### src/rtl/tm1638_pkg.sv
// Shared types for the TM1638 key event path.
// Event payload carried from the drain logic through the FIFO.
package tm1638_pkg;

  localparam int KEY_IDX_W = 4;

  typedef enum logic [1:0] {
    EVT_PRESS   = 2'd0,
    EVT_RELEASE = 2'd1,
    EVT_REPEAT  = 2'd2
  } key_evt_t;

  typedef struct packed {
    logic [KEY_IDX_W-1:0] key;
    key_evt_t             typ;
  } key_evt_s;

endpackage

### src/rtl/tm1638_evt_fifo.sv
// Small synchronous FIFO for key events.
// Pointers carry one wrap bit so full and empty are distinct.
module tm1638_evt_fifo #(
  parameter int DEPTH = 4,
  parameter int W     = 6
) (
  input  logic         clk,
  input  logic         rst_n,
  input  logic         push,
  input  logic [W-1:0] push_data,
  input  logic         pop,
  output logic [W-1:0] pop_data,
  output logic         full,
  output logic         empty
);

  localparam int AW = $clog2(DEPTH);

  logic [AW:0]  wr_q, wr_d;
  logic [AW:0]  rd_q, rd_d;
  logic [W-1:0] mem_q [DEPTH];
  logic         do_push;
  logic         do_pop;

  assign empty = (wr_q == rd_q);
  assign full  = (wr_q[AW] != rd_q[AW]) &&
                 (wr_q[AW-1:0] == rd_q[AW-1:0]);

  // A pop frees the slot, so a push into a full FIFO may go ahead
  assign do_pop  = pop && !empty;
  assign do_push = push && (!full || do_pop);

  assign pop_data = empty ? '0 : mem_q[rd_q[AW-1:0]];

  always_comb begin
    wr_d = wr_q + {{AW{1'b0}}, do_push};
    rd_d = rd_q + {{AW{1'b0}}, do_pop};
  end

  always_ff @(posedge clk or negedge rst_n) begin
    if (!rst_n) begin
      wr_q <= '0;
      rd_q <= '0;
    end else begin
      wr_q <= wr_d;
      rd_q <= rd_d;
    end
  end

  always_ff @(posedge clk) begin
    if (do_push) mem_q[wr_q[AW-1:0]] <= push_data;
  end

endmodule

### src/rtl/tm1638_key_events.sv
// Debounce, edge detect and auto-repeat for TM1638 keys,
// delivering typed events through a valid/ready FIFO.
module tm1638_key_events #(
  parameter int clk_mhz          = 50,
  parameter int w_key            = 8,
  parameter int sample_us        = 1000,
  parameter int debounce_samples = 8,
  parameter int repeat_delay     = 500,
  parameter int repeat_period    = 100,
  parameter int fifo_depth       = 4
) (
  input  logic                     clk,
  input  logic                     rst_n,
  input  logic [w_key-1:0]         keys,
  output logic [w_key-1:0]         keys_stable,
  output logic                     evt_valid,
  input  logic                     evt_ready,
  output logic [$clog2(w_key)-1:0] evt_key,
  output logic [1:0]               evt_type,
  output logic                     overflow,
  input  logic                     overflow_clr
);

  import tm1638_pkg::*;

  localparam int KW    = $clog2(w_key);
  localparam int PRE_N = clk_mhz * sample_us;
  localparam int PW    = (PRE_N > 1) ? $clog2(PRE_N) : 1;
  localparam int CW    = $clog2(debounce_samples + 1);
  localparam int RW    = (repeat_delay > 0) ?
                         $clog2(repeat_delay + 1) : 1;

  logic [PW-1:0]             pre_q, pre_d;
  logic                      tick;
  logic [w_key-1:0]          stable_q, stable_d;
  logic [w_key-1:0][CW-1:0]  cnt_q, cnt_d;
  logic [w_key-1:0]          press_q, press_d;
  logic [w_key-1:0]          rel_q, rel_d;
  logic [w_key-1:0]          press_set, rel_set;
  logic [w_key-1:0]          press_clr, rel_clr;
  logic [KW-1:0]             rpt_key_q, rpt_key_d;
  logic [RW-1:0]             rpt_cnt_q, rpt_cnt_d;
  logic                      rpt_active_q, rpt_active_d;
  logic                      rpt_pend_q, rpt_pend_d;
  logic                      rpt_set, rpt_clr;
  logic                      overflow_q, overflow_d;
  logic                      push, pop, full, empty;
  key_evt_s                  push_evt, head_evt;

  assign tick = (pre_q == PW'(PRE_N - 1));

  always_comb begin
    pre_d = tick ? '0 : pre_q + 1'b1;
  end

  always_comb begin
    stable_d  = stable_q;
    cnt_d     = cnt_q;
    press_set = '0;
    rel_set   = '0;
    if (tick) begin
      for (int k = 0; k < w_key; k++) begin
        if (keys[k] != stable_q[k]) begin
          if (32'(cnt_q[k]) + 1 == debounce_samples) begin
            stable_d[k]  = keys[k];
            cnt_d[k]     = '0;
            press_set[k] = keys[k];
            rel_set[k]   = !keys[k];
          end else begin
            cnt_d[k] = cnt_q[k] + 1'b1;
          end
        end else begin
          cnt_d[k] = '0;
        end
      end
    end
  end

  always_comb begin
    rpt_key_d    = rpt_key_q;
    rpt_cnt_d    = rpt_cnt_q;
    rpt_active_d = rpt_active_q;
    rpt_set      = 1'b0;
    if (tick && rpt_active_q && stable_q[rpt_key_q] &&
        !rel_set[rpt_key_q]) begin
      if (32'(rpt_cnt_q) + 1 == repeat_delay) begin
        rpt_set   = 1'b1;
        rpt_cnt_d = RW'(repeat_delay - repeat_period);
      end else begin
        rpt_cnt_d = rpt_cnt_q + 1'b1;
      end
    end
    if (rel_set[rpt_key_q]) rpt_active_d = 1'b0;
    // Ascending scan: the highest index pressed this tick owns repeat
    if (repeat_delay > 0) begin
      for (int k = 0; k < w_key; k++) begin
        if (press_set[k]) begin
          rpt_key_d    = KW'(k);
          rpt_cnt_d    = '0;
          rpt_active_d = 1'b1;
        end
      end
    end
  end

  always_comb begin
    push      = 1'b0;
    push_evt  = '0;
    press_clr = '0;
    rel_clr   = '0;
    rpt_clr   = 1'b0;
    if (rpt_pend_q) begin
      push         = 1'b1;
      rpt_clr      = 1'b1;
      push_evt.key = KEY_IDX_W'(rpt_key_q);
      push_evt.typ = EVT_REPEAT;
    end else if (|press_q) begin
      push         = 1'b1;
      push_evt.typ = EVT_PRESS;
      for (int k = w_key - 1; k >= 0; k--) begin
        if (press_q[k]) begin
          push_evt.key = KEY_IDX_W'(k);
          press_clr    = '0;
          press_clr[k] = 1'b1;
        end
      end
    end else if (|rel_q) begin
      push         = 1'b1;
      push_evt.typ = EVT_RELEASE;
      for (int k = w_key - 1; k >= 0; k--) begin
        if (rel_q[k]) begin
          push_evt.key = KEY_IDX_W'(k);
          rel_clr      = '0;
          rel_clr[k]   = 1'b1;
        end
      end
    end
  end

  always_comb begin
    press_d    = (press_q & ~press_clr) | press_set;
    rel_d      = (rel_q & ~rel_clr) | rel_set;
    rpt_pend_d = (rpt_pend_q && !rpt_clr) || rpt_set;
    overflow_d = overflow_q;
    if (push && full && !pop) overflow_d = 1'b1;
    else if (overflow_clr)    overflow_d = 1'b0;
  end

  always_ff @(posedge clk or negedge rst_n) begin
    if (!rst_n) begin
      pre_q        <= '0;
      stable_q     <= '0;
      cnt_q        <= '0;
      press_q      <= '0;
      rel_q        <= '0;
      rpt_key_q    <= '0;
      rpt_cnt_q    <= '0;
      rpt_active_q <= 1'b0;
      rpt_pend_q   <= 1'b0;
      overflow_q   <= 1'b0;
    end else begin
      pre_q        <= pre_d;
      stable_q     <= stable_d;
      cnt_q        <= cnt_d;
      press_q      <= press_d;
      rel_q        <= rel_d;
      rpt_key_q    <= rpt_key_d;
      rpt_cnt_q    <= rpt_cnt_d;
      rpt_active_q <= rpt_active_d;
      rpt_pend_q   <= rpt_pend_d;
      overflow_q   <= overflow_d;
    end
  end

  assign pop = !empty && evt_ready;

  tm1638_evt_fifo #(
    .DEPTH (fifo_depth),
    .W     ($bits(key_evt_s))
  ) u_fifo (
    .clk       (clk),
    .rst_n     (rst_n),
    .push      (push),
    .push_data (push_evt),
    .pop       (pop),
    .pop_data  (head_evt),
    .full      (full),
    .empty     (empty)
  );

  if (KW < KEY_IDX_W) begin : g_key_hi
    logic unused_key_hi;
    assign unused_key_hi = ^head_evt.key[KEY_IDX_W-1:KW];
  end

  assign keys_stable = stable_q;
  assign evt_valid   = !empty;
  assign evt_key     = head_evt.key[KW-1:0];
  assign evt_type    = head_evt.typ;
  assign overflow    = overflow_q;

endmodule

### config.mk
export PLATFORM = sky130hd
export DESIGN_NAME = tm1638_key_events
export DESIGN_NICKNAME = d
export VERILOG_FILES = /design/src/rtl/tm1638_pkg.sv /design/src/rtl/tm1638_evt_fifo.sv /design/src/rtl/tm1638_key_events.sv
export SDC_FILE = /design/constraint.sdc
export NUM_CORES = 1
export LEC_CHECK = 0
export ABC_AREA = 1
export CORE_MARGIN = 2
export CORE_UTILIZATION = 61
export CTS_CLUSTER_DIAMETER = 150
export CTS_CLUSTER_SIZE = 30
export DETAILED_ROUTE_END_ITERATION = 8
export PLACE_DENSITY_LB_ADDON = 0.05
export SYNTH_ARGS = -nofsm -noshare
export SYNTH_HDL_FRONTEND = slang
export SYNTH_SLANG_ARGS = --single-unit
### constraint.sdc
create_clock -name clk -period 2.73 [get_ports clk]
set_clock_uncertainty 0.05 [all_clocks]
set_input_delay 0.546 -clock clk [delete_from_list [all_inputs] [get_ports clk]]
set_output_delay 0.546 -clock clk [all_outputs]
set_load 0.005 [all_outputs]
**Word level (Yosys, flattened, before mapping)**

Memories as Yosys holds them, arrays and structs flattened.
Index checks and enable logic that the tools add are counted.

- Output and inout port bits: 15
- Memory bits (writable): 24
- Flip-flop bits (word level): 93
- Logic and storage cells: 248
- Input port bits: 12
- Memories kept: 1

Memory list:

| memory | depth | bits a word | read ports | clocked after Yosys merged registers in | wr ports | line | RTL |
|---|---|---|---|---|---|---|---|
| u_fifo.mem_q | 4 | 6 | 1 | 0 | 1 | tm1638_evt_fifo.sv:21 | `logic [W-1:0] mem_q [DEPTH];` |

- Add/sub/neg operators: 21
- Mux-type cells: 133
- Bitwise operators: 6
- Eq/ne operators: 21
- Reductions and logical operators: 39
- $lt $le $gt $ge: 1

Operators with widths:

| cell | number |
|---|---|
| $mux W8 | 23 |
| $mux W4 | 30 |
| $mux W9 | 10 |
| $mux W1 | 53 |
| $add A4 B1 Y5 const B | 8 |
| $eq A5 B4 Y1 const B | 8 |
| $add A4 B1 Y4 const B | 8 |
| $mux W3 | 10 |
| $reduce_and A3 Y1 | 8 |
| $mux W6 | 3 |
| $reduce_bool A9 Y1 | 2 |
| $add A16 B1 Y16 const B | 1 |
| $and A8 B8 Y8 | 2 |
| $eq A16 B16 Y1 const B | 1 |
| $mux W16 | 1 |
| $not A8 Y8 | 2 |
| $or A8 B8 Y8 | 2 |
| $reduce_or A8 Y1 | 2 |
| $logic_not A1 Y1 | 13 |
| $add A9 B1 Y10 const B | 1 |
| $eq A10 B9 Y1 const B | 1 |
| $logic_and A1 B1 Y1 | 10 |
| $add A9 B1 Y9 const B | 1 |
| $ne A1 B1 Y1 | 9 |
| 9 further kinds | 12 |

**Longest topological paths before layout**

Gate-level depths: netlist of run 1.

- Depth after elaboration: 18
- Gate-level depth with buffers: 17
- Mapped depth without buffers: 16

**Hierarchy**

A second synthesis of run 1 with hierarchy kept.

- Cells, all modules: 782
- Area, all modules: 6,567.5 µm²

By module, submodules not included:

| module | area each (µm²) | sequential area each (µm²) | cells each | times used |
|---|---|---|---|---|
| tm1638_key_events | 5,292.6 | 2,177.1 | 670 | 1 |
| tm1638_evt_fifo | 1,275.0 | 870.8 | 112 | 1 |

**Worst setup path after synthesis of run 1**

OpenSTA, ideal clock, no wires.

- Path type: flip-flop to flip-flop
- Start point: reg cnt_q[20] (netlist bit)
- End point: reg rpt_cnt_q[7]
- Stages on the path, launching flop included: 14
- Buffers on the path: 0
- Clock period less this slack: 1.965 ns
- Required time: 2.563 ns
- Arrival: 1.798 ns
- Library setup time: 0.117 ns
- Setup slack: 0.765 ns
- Path through: dfrtp_1 -> ha_1 -> xnor2_1 -> nand2_1 -> nor2_1 -> nand3_1 -> nand2_1 -> nand3_1 -> nand3_1 -> nand2_4 -> nand2_4 -> nor2_2 -> nand2_1 -> nand2_1

- Word-level cells in the longest chain between the ends: 10
- Elaborated cells on any way between the ends: 16
- Those cells by class: 1 x add/sub; 1 x eq/ne; 11 x mux; 3 x reduce/logical

Ends and longest elaborated chain:

| item | line | RTL |
|---|---|---|
| from (decl) | tm1638_key_events.sv:36 | `logic [w_key-1:0][CW-1:0] cnt_q, cnt_d;` |
| from (signal assigned) | tm1638_key_events.sv:164 | `cnt_q <= cnt_d;` |
| $add A4 B1 Y5 * | tm1638_key_events.sv:64 | `if (32'(cnt_q[k]) + 1 == debounce_samples) begin` |
| $eq A5 B4 Y1 * | tm1638_key_events.sv:64 |  |
| $mux W1 | tm1638_key_events.sv:64 |  |
| $mux W1 | tm1638_key_events.sv:63 | `if (keys[k] != stable_q[k]) begin` |
| $mux W8 | tm1638_key_events.sv:61 | `if (tick) begin` |
| $bmux W1 S3 | tm1638_key_events.sv:85 | `!rel_set[rpt_key_q]) begin` |
| $mux W1 (not written as such) | tm1638_key_events.sv:85 |  |
| $logic_not A1 Y1 | tm1638_key_events.sv:85 |  |
| $logic_and A1 B1 Y1 | tm1638_key_events.sv:84 | `if (tick && rpt_active_q && stable_q[rpt_key_q] &&` |
| $reduce_bool A9 Y1 (no line) | -- |  |
| to (signal assigned) | tm1638_key_events.sv:168 | `rpt_cnt_q <= rpt_cnt_d;` |
| to (decl) | tm1638_key_events.sv:42 | `logic [RW-1:0] rpt_cnt_q, rpt_cnt_d;` |

Mark *: on every way between the ends. The rest lies on a longest branch, timed or not. The select of a mux whose other input is x is not followed.
A chain may end at the register's enable or synchronous reset.

**Worst setup path after layout of run 1**

- Start point: reg u_fifo.rd_q[1]
- End point: out evt_key[1]

- Word-level cells in the longest chain between the ends: 2
- Elaborated cells on any way between the ends: 3
- Those cells by class: 1 x eq/ne; 1 x mux; 1 x memory

Ends and longest elaborated chain:

| item | line | RTL |
|---|---|---|
| from (decl) | tm1638_evt_fifo.sv:20 | `logic [AW:0] rd_q, rd_d;` |
| from (signal assigned) | tm1638_evt_fifo.sv:46 | `rd_q <= rd_d;` |
| $mem_v2 Z4 W6 or $eq A3 B3 Y1 (tied branches) | -- |  |
| $mux W5 * | tm1638_evt_fifo.sv:33 | `assign pop_data = empty ? '0 : mem_q[rd_q[AW-1:0]];` |
| to (decl) | tm1638_key_events.sv:18 | `output logic [$clog2(w_key)-1:0] evt_key,` |

Mark *: on every way between the ends. The rest lies on a longest branch, timed or not.

==> out/metrics.yaml, run 1 <==
synth-edff-count: 20
syn_to_final_growth_pct: 19.69
globalplace.congestion: 0.9195
ys_ff_latch: 113
fin_crit_ps: 2679
drtIter0Drc: 384
synthTopCellsByArea: "dfrtp_1 38%, nand2_1 10%, edfxtp_1 9.9%"
stdcell_count: 916
start_util: 0.6248
grt_pass1_vias: 4873
cp_cell_sequence: "buf_4 > o21ai_0 > o32ai_2 > nand2_1 > inv_1 > clkdlybuf4s50_1"
ctsRootBufferMaster: "clkbuf_8"
synth-seq-area-share: 0.4839
synth_adder_area_share: 0.03722
h-tree-depth: 4
tritoncts: "yes"
ir_worst_vdd_mv: 0.4503
grt_first_pass_wirelength_um: 23270
min_period_over_period: 0.9811
synthCells: 717
synth.avg_cell_area_sq_um: 8.439
p_seq_frac: 0.376
hold_viol_final: 0
coreArea_sq_um: 9684
endpoint_kind: "output port"
p_total_uw: 4857
p_int_uw: 3668
power.density_nw_per_um2: 670.7
io_buffers: 26
core.rowCount: 36
crit_path_start_kind: "register"
grt_max_degree: 64
p_leak_uw: 0.003552
drv_cap: 0
hold_ws_ps: 408.8
slowest_stage: "clkdlybuf4s50_1"
switching_share: 0.2447
synthTopCellsByCount: "162 x nand2_1, 93 x dfrtp_1, 80 x inv_1, 74 x nor2_1, 47 x nand3_1"
comb_power_share: 0.152
synth_top_family_by_area: "simple AND/OR/NAND/NOR gates"
hold_path.class: "reg2reg"
dr_total_vias: 5088
clkPwrFrac: 0.473
timing.fmax_mhz: 373.3
syn_area_sq_um: 6051
critPathMaxFanout: 11
place_hpwl_um: 9602
synth_top_area_frac: 0.3846
cts-buffers-inserted: 17
synth_fp_nets: 747
synth_flop_cell: "dfrtp_1"
first_pass_iters: 5
dp.cells: 880
drv_slew: 0
yosysWarnings: 0
final_nets: 800
grt_usage: 0.2727
synthArstFlopShare: 0.8230
synth_xor_area_frac: 0.04632
insertion_delay_ps: 520
routed_wirelength_um: 14030
post-synth-top-count-cell: "nand2_1"
worstPathArrival_ps: 2080
synth_top_area_cell: "dfrtp_1"
synthDistinctLibCells: 42
status: "completed"
wl_per_cell_um: 15.31
relSlewSlack: 0.6259
die_y_um: 103.6
ios: 27
crit_type: "reg2out"
synthSimpleGateAreaFrac: 0.2583
drc: 0
p_sw_uw: 1189
synthMuxAreaShare: 0.001654
vias_per_cell: 5.555
synth_compound_area_frac: 0.1088
clkTransAtPathRegs_ps: 60
clock-sinks: 113
drtAntennaViolNets: 0
n_antenna_cell: 0
clockBufferDepth: 2
dieArea_sq_um: 10730
worstPathRequired_ps: 2130
die_w_um: 103.6
drive_gt1_frac: 0.1137
rsz0062_at_grt: "true"
overflow: 0
slowest_delay_ps: 480
worst_pin_slew_ps: 556.1
antenna_found_initial: 0
finalSetupViolCount: 0
[metrics by stage]
step | utilization | instance area, sq um | TNS [ps] | setup WS, ps
finish | 0.7478 | 7242 | 0 | 51.49
global placement | 0.6748 | 6535 | 0 | 323.1
floorplan | - | 6051 | 0 | 765.4
global route | 0.7478 | 7242 | -69.38 | -40.02
detailed placement | 0.6748 | 6535 | 0 | 268.3
CTS | 0.7438 | 7203 | 0 | 15.58
[layout by cell type, fill, tap and decap left out, types with 18 or more instances in the layout]
cell / n
clkdlybuf4s50_1: 22
dfrtp_1: 91
edfxtp_1: 20
ha_1: 18
inv_1: 79
nand2_1: 161
nand3_1: 47
nand4_1: 22
nor2_1: 74
o21ai_0: 45
[cell type report]
cell class              instances  area, sq um
well taps                     133        166.4
inverters                      89        336.6
clock inverters                13        191.4
clock buffers                  19        421.7
multi-input cells             506         2780
repair buffers                 43        415.4
flip-flops and latches        113         2930
fillers                       672         2442
[worst paths after layout]
check / startpoint / endpoint / slack (ps) / depth (start not counted)
setup / recovery: u_fifo.rd_q[1] / evt_key[1] / 50 / 6
hold / removal: pre_q[0] / pre_q[0] / 410 / 1
setup reg to reg: pre_q[0] / rpt_cnt_q[5] / 360 / 14
hold reg to reg: pre_q[0] / pre_q[0] / 410 / 1
max in group asynchronous: rst_n / u_fifo.rd_q[0] / 1490 / 3
min in group asynchronous: rst_n / pre_q[8] / 460 / 2
[cell families after synthesis]
family,after synthesis
AND/OR/NAND/NOR,348
adder cells (fa/ha/maj),18
AO/OA/AOI/OAI,107
XOR/XNOR,32
flip-flops,113
buffers and inverters,98
multiplexers,1
[routing by layer]
metal | share of wire | global-route usage | up-vias
met5 | 0 | 0 | -
met4 | 0.020 | 0.1129 | 0
met3 | 0.045 | 0.05538 | 26
met2 | 0.49 | 0.4484 | 138
met1 | 0.44 | 0.3553 | 2428
li1 | - | - | 2496
[power groups by stage]
stage | clock network, uW | logic, uW | registers, uW
floorplan | 0 | 309 | 1830
global placement | 0 | 558 | 1860
detailed placement | 0 | 572 | 1860
CTS | 2320 | 692 | 1810
global route | 2400 | 803 | 1830
finish | 2300 | 736 | 1820
[worst max-delay path, delay by kind of cell (launching register included)]
kind | cells | cell delay [ps]
AOI/OAI and AO/OA | 2 | 320
DFF | 1 | 390
and+or+nand+nor | 1 | 90
buffers and inverters | 3 | 750
[flip-flops by register name, indices dropped and copies added, names as in the netlist]
| signal | count |
|---|---|
| u_fifo.rd_q | 3 |
| rpt_key_q | 3 |
| u_fifo.mem_q | 20 |
| overflow | 1 |
| rpt_pend_q | 1 |
| rpt_cnt_q | 9 |
| cnt_q | 32 |
| keys_stable | 8 |
| u_fifo.wr_q | 3 |
| rpt_active_q | 1 |
| pre_q | 16 |
| rel_q | 8 |
| press_q | 8 |
[repair_timing]
action,CTS,global route
pin swaps,0,7
resized for setup,7,8
endpoints found under the setup margin,5,5
buffers inserted,1,2
cloned,0,0
hold endpoints to repair,30,0
hold buffers,1,0
Power figures use the tool's default switching activity.
==> run 2: changes to the inputs <==
--- a/config.mk
+++ b/config.mk
@@ -6,7 +6,6 @@
 export NUM_CORES = 1
 export LEC_CHECK = 0
 export ABC_AREA = 1
-export CORE_MARGIN = 2
 export CORE_UTILIZATION = 61
 export CTS_CLUSTER_DIAMETER = 150
 export CTS_CLUSTER_SIZE = 30
==> run 2 against run 1 <==
  * Worst hold slack got worse by 5.1 ps
  * Worst setup slack improved by 18 ps
  * Largest cell class unchanged
  * Sequential power barely moved
  * Final area fell by 0.43%
  * Non-clock buffer count rose by 5
  * Critical path depth rose by 1
  * Critical path type unchanged
==> out/metrics.yaml, run 2 (synthesis results as in run 1) <==
hold_viol_final: 0  # unchanged
r2r_slack_ps: 350  # about the same
tritoncts: "yes"
power.density_nw_per_um2: 648.9  # -3.3%
utilization: 0.7658  # +0.01804
worst_pin_slew_ps: 586.6  # +30.52 ps
insertion_delay_ps: 520  # about the same
p_leak_uw: 0.003506  # -1.3%
clkTransAtPathRegs_ps: 60  # about the same
routed_wirelength_um: 13550  # -3.4%
fin_crit_ps: 2661  # -17.71 ps
drtAntennaViolNets: 0  # unchanged
critPathMaxFanout: 5  # -6
drv_slew: 0  # unchanged
grt_pass1_vias: 4933  # +1.2%
hold_path.startpoint: "pre_q[0]"
status: "completed"
first_pass_iters: 5  # unchanged
syn_to_final_growth_pct: 19.17
die_w_um: 101.6  # -1.9%
worstPathRequired_ps: 2130  # about the same
min_to: "pre_q[0]"
die_y_um: 101.6  # -1.9%
placed_area_sq_um: 6553  # +0.27%
dp.cells: 879  # -0.11%
io_buffers: 26  # unchanged
ctsRootBufferMaster: "clkbuf_8"
ios: 27  # unchanged
hold_path.class: "reg2reg"
timing.fmax_mhz: 375.8  # +0.67%
h-tree-depth: 4  # unchanged
crit_path_start_kind: "register"
crit_type: "reg2out"
nFillCells: 638  # -5.1%
clockBufferDepth: 2  # unchanged
drtIter0Drc: 314  # -18%
n_antenna_cell: 0  # unchanged
min_path_cells: 1  # unchanged
ir_worst_vdd_mv: 0.4699  # +4.4%
relSlewSlack: 0.6053  # -0.02053
grt_usage: 0.2854  # +0.01268
final_cell_area_sq_um: 7211  # -0.43%
drv_cap: 0  # unchanged
core.rowCount: 35  # -2.8%
reg2reg_to: "rpt_cnt_q[3]"
wl_per_cell_um: 14.77  # -3.5%
timing.rr.start: "pre_q[4]"
drc: 0  # unchanged
dr_total_vias: 5135  # +0.92%
min_period_over_period: 0.9747  # -0.006489
r2r_cells: 14  # unchanged
largest_reg_flops: 32  # unchanged
finalSetupViolCount: 0  # unchanged
stdcell_count: 917  # +0.11%
drive_gt1_frac: 0.1168  # +0.003086
dieArea_sq_um: 10320  # -3.8%
max_flop_register: "cnt_q"
coreArea_sq_um: 9415  # -2.8%
grt_first_pass_wirelength_um: 22280  # -4.2%
final_nets: 805  # +0.63%
start_util: 0.6427  # +0.01785
cts-buffers-inserted: 17  # unchanged
worstPathArrival_ps: 2060  # -20 ps
globalplace.congestion: 0.9711  # +5.6%
final_cell_mix: "161 x nand2_1, 92 x dfrtp_1, 79 x inv_1"
ff_latch_area_sq_um: 2929  # about the same
hold_ws_ps: 403.7  # -5.063 ps
vias_per_cell: 5.600  # +0.81%
p_total_uw: 4679  # -3.7%
endpoint_kind: "output port"
grt_max_degree: 38  # -41%
place_hpwl_um: 9589  # -0.13%
multiInputGateArea_sq_um: 2758  # -0.81%
antenna_found_initial: 0  # unchanged
overflow: 0  # unchanged
layout_commonest_cell: "nand2_1"
clock-sinks: 113  # unchanged
run 2: cell types whose count changed in the layout (fill, tap and decap cells not counted), sizes merged:
cell,before,now
clkinv,8,5
bufinv,5,3
clkdlybuf4s50,22,24
clkbuf,19,18
dlymetal6s2s,3,1
clkinvlp,0,6
buf,17,22
run 2: how the worst max path moves through the flow:
stage,startpoint,to,cells past startpoint
2_1_floorplan,cnt_q[20],rpt_cnt_q[7],13
3_3_place_gp,keys[6],rpt_cnt_q[7],12
3_5_place_dp,keys[7],rpt_cnt_q[3],12
4_1_cts,u_fifo.rd_q[0],evt_key[1],7
5_1_grt,u_fifo.rd_q[0],evt_type[0],7
6_report,u_fifo.rd_q[0],evt_type[1],7
run 2: cell type report:
class                           count  area share
Sequential cell                   113      0.4062
Multi-Input combinational cell    506      0.3824
Timing Repair Buffer               48     0.06125
Clock buffer                       18     0.05796
Inverter                           89     0.04668
Clock inverter                     14     0.02308
Tap cell                          129     0.02238
run 2: through the flow:
stage          setup WS [ps]  TNS, ps
4_1_cts                7.683        0
2_1_floorplan          765.4        0
3_5_place_dp           302.2        0
6_report               69.20        0
3_3_place_gp           344.1        0
5_1_grt               -27.85   -50.04
run 2: what timing repair did:
| action | in CTS | in global routing |
|---|---|---|
| buffers inserted | 2 | 2 |
| cloned | 0 | 1 |
| gates resized for setup | 5 | 3 |
| endpoints found under the setup margin | 6 | 5 |
| hold endpoints to repair | 35 | 0 |
| pin swaps | 0 | 3 |
| hold buffers | 1 | 0 |
run 2: worst max-delay path, stage by stage, from the launching register on:
cell             delay (ps)
dfrtp_2                 440
inv_2                    90
buf_6                   120
nor2_1                   50
o32ai_2                 210
nand2_1                  90
inv_1                    60
clkdlybuf4s50_1         490
run 2: routing by layer:
metal  vias to the layer above  global-route usage  wire (um)
met4                         0              0.1026        201
met2                       144              0.4834       6625
li1                       2513                   -          -
met5                         -                   0          0
met1                      2456              0.3521       5993
met3                        22             0.07522        726
run 2: power by group:
part	switching [uW]	internal [uW]	total, uW
Sequential	54.1	1760	1820
Combinational	347	350	697
Clock	783	1380	2170
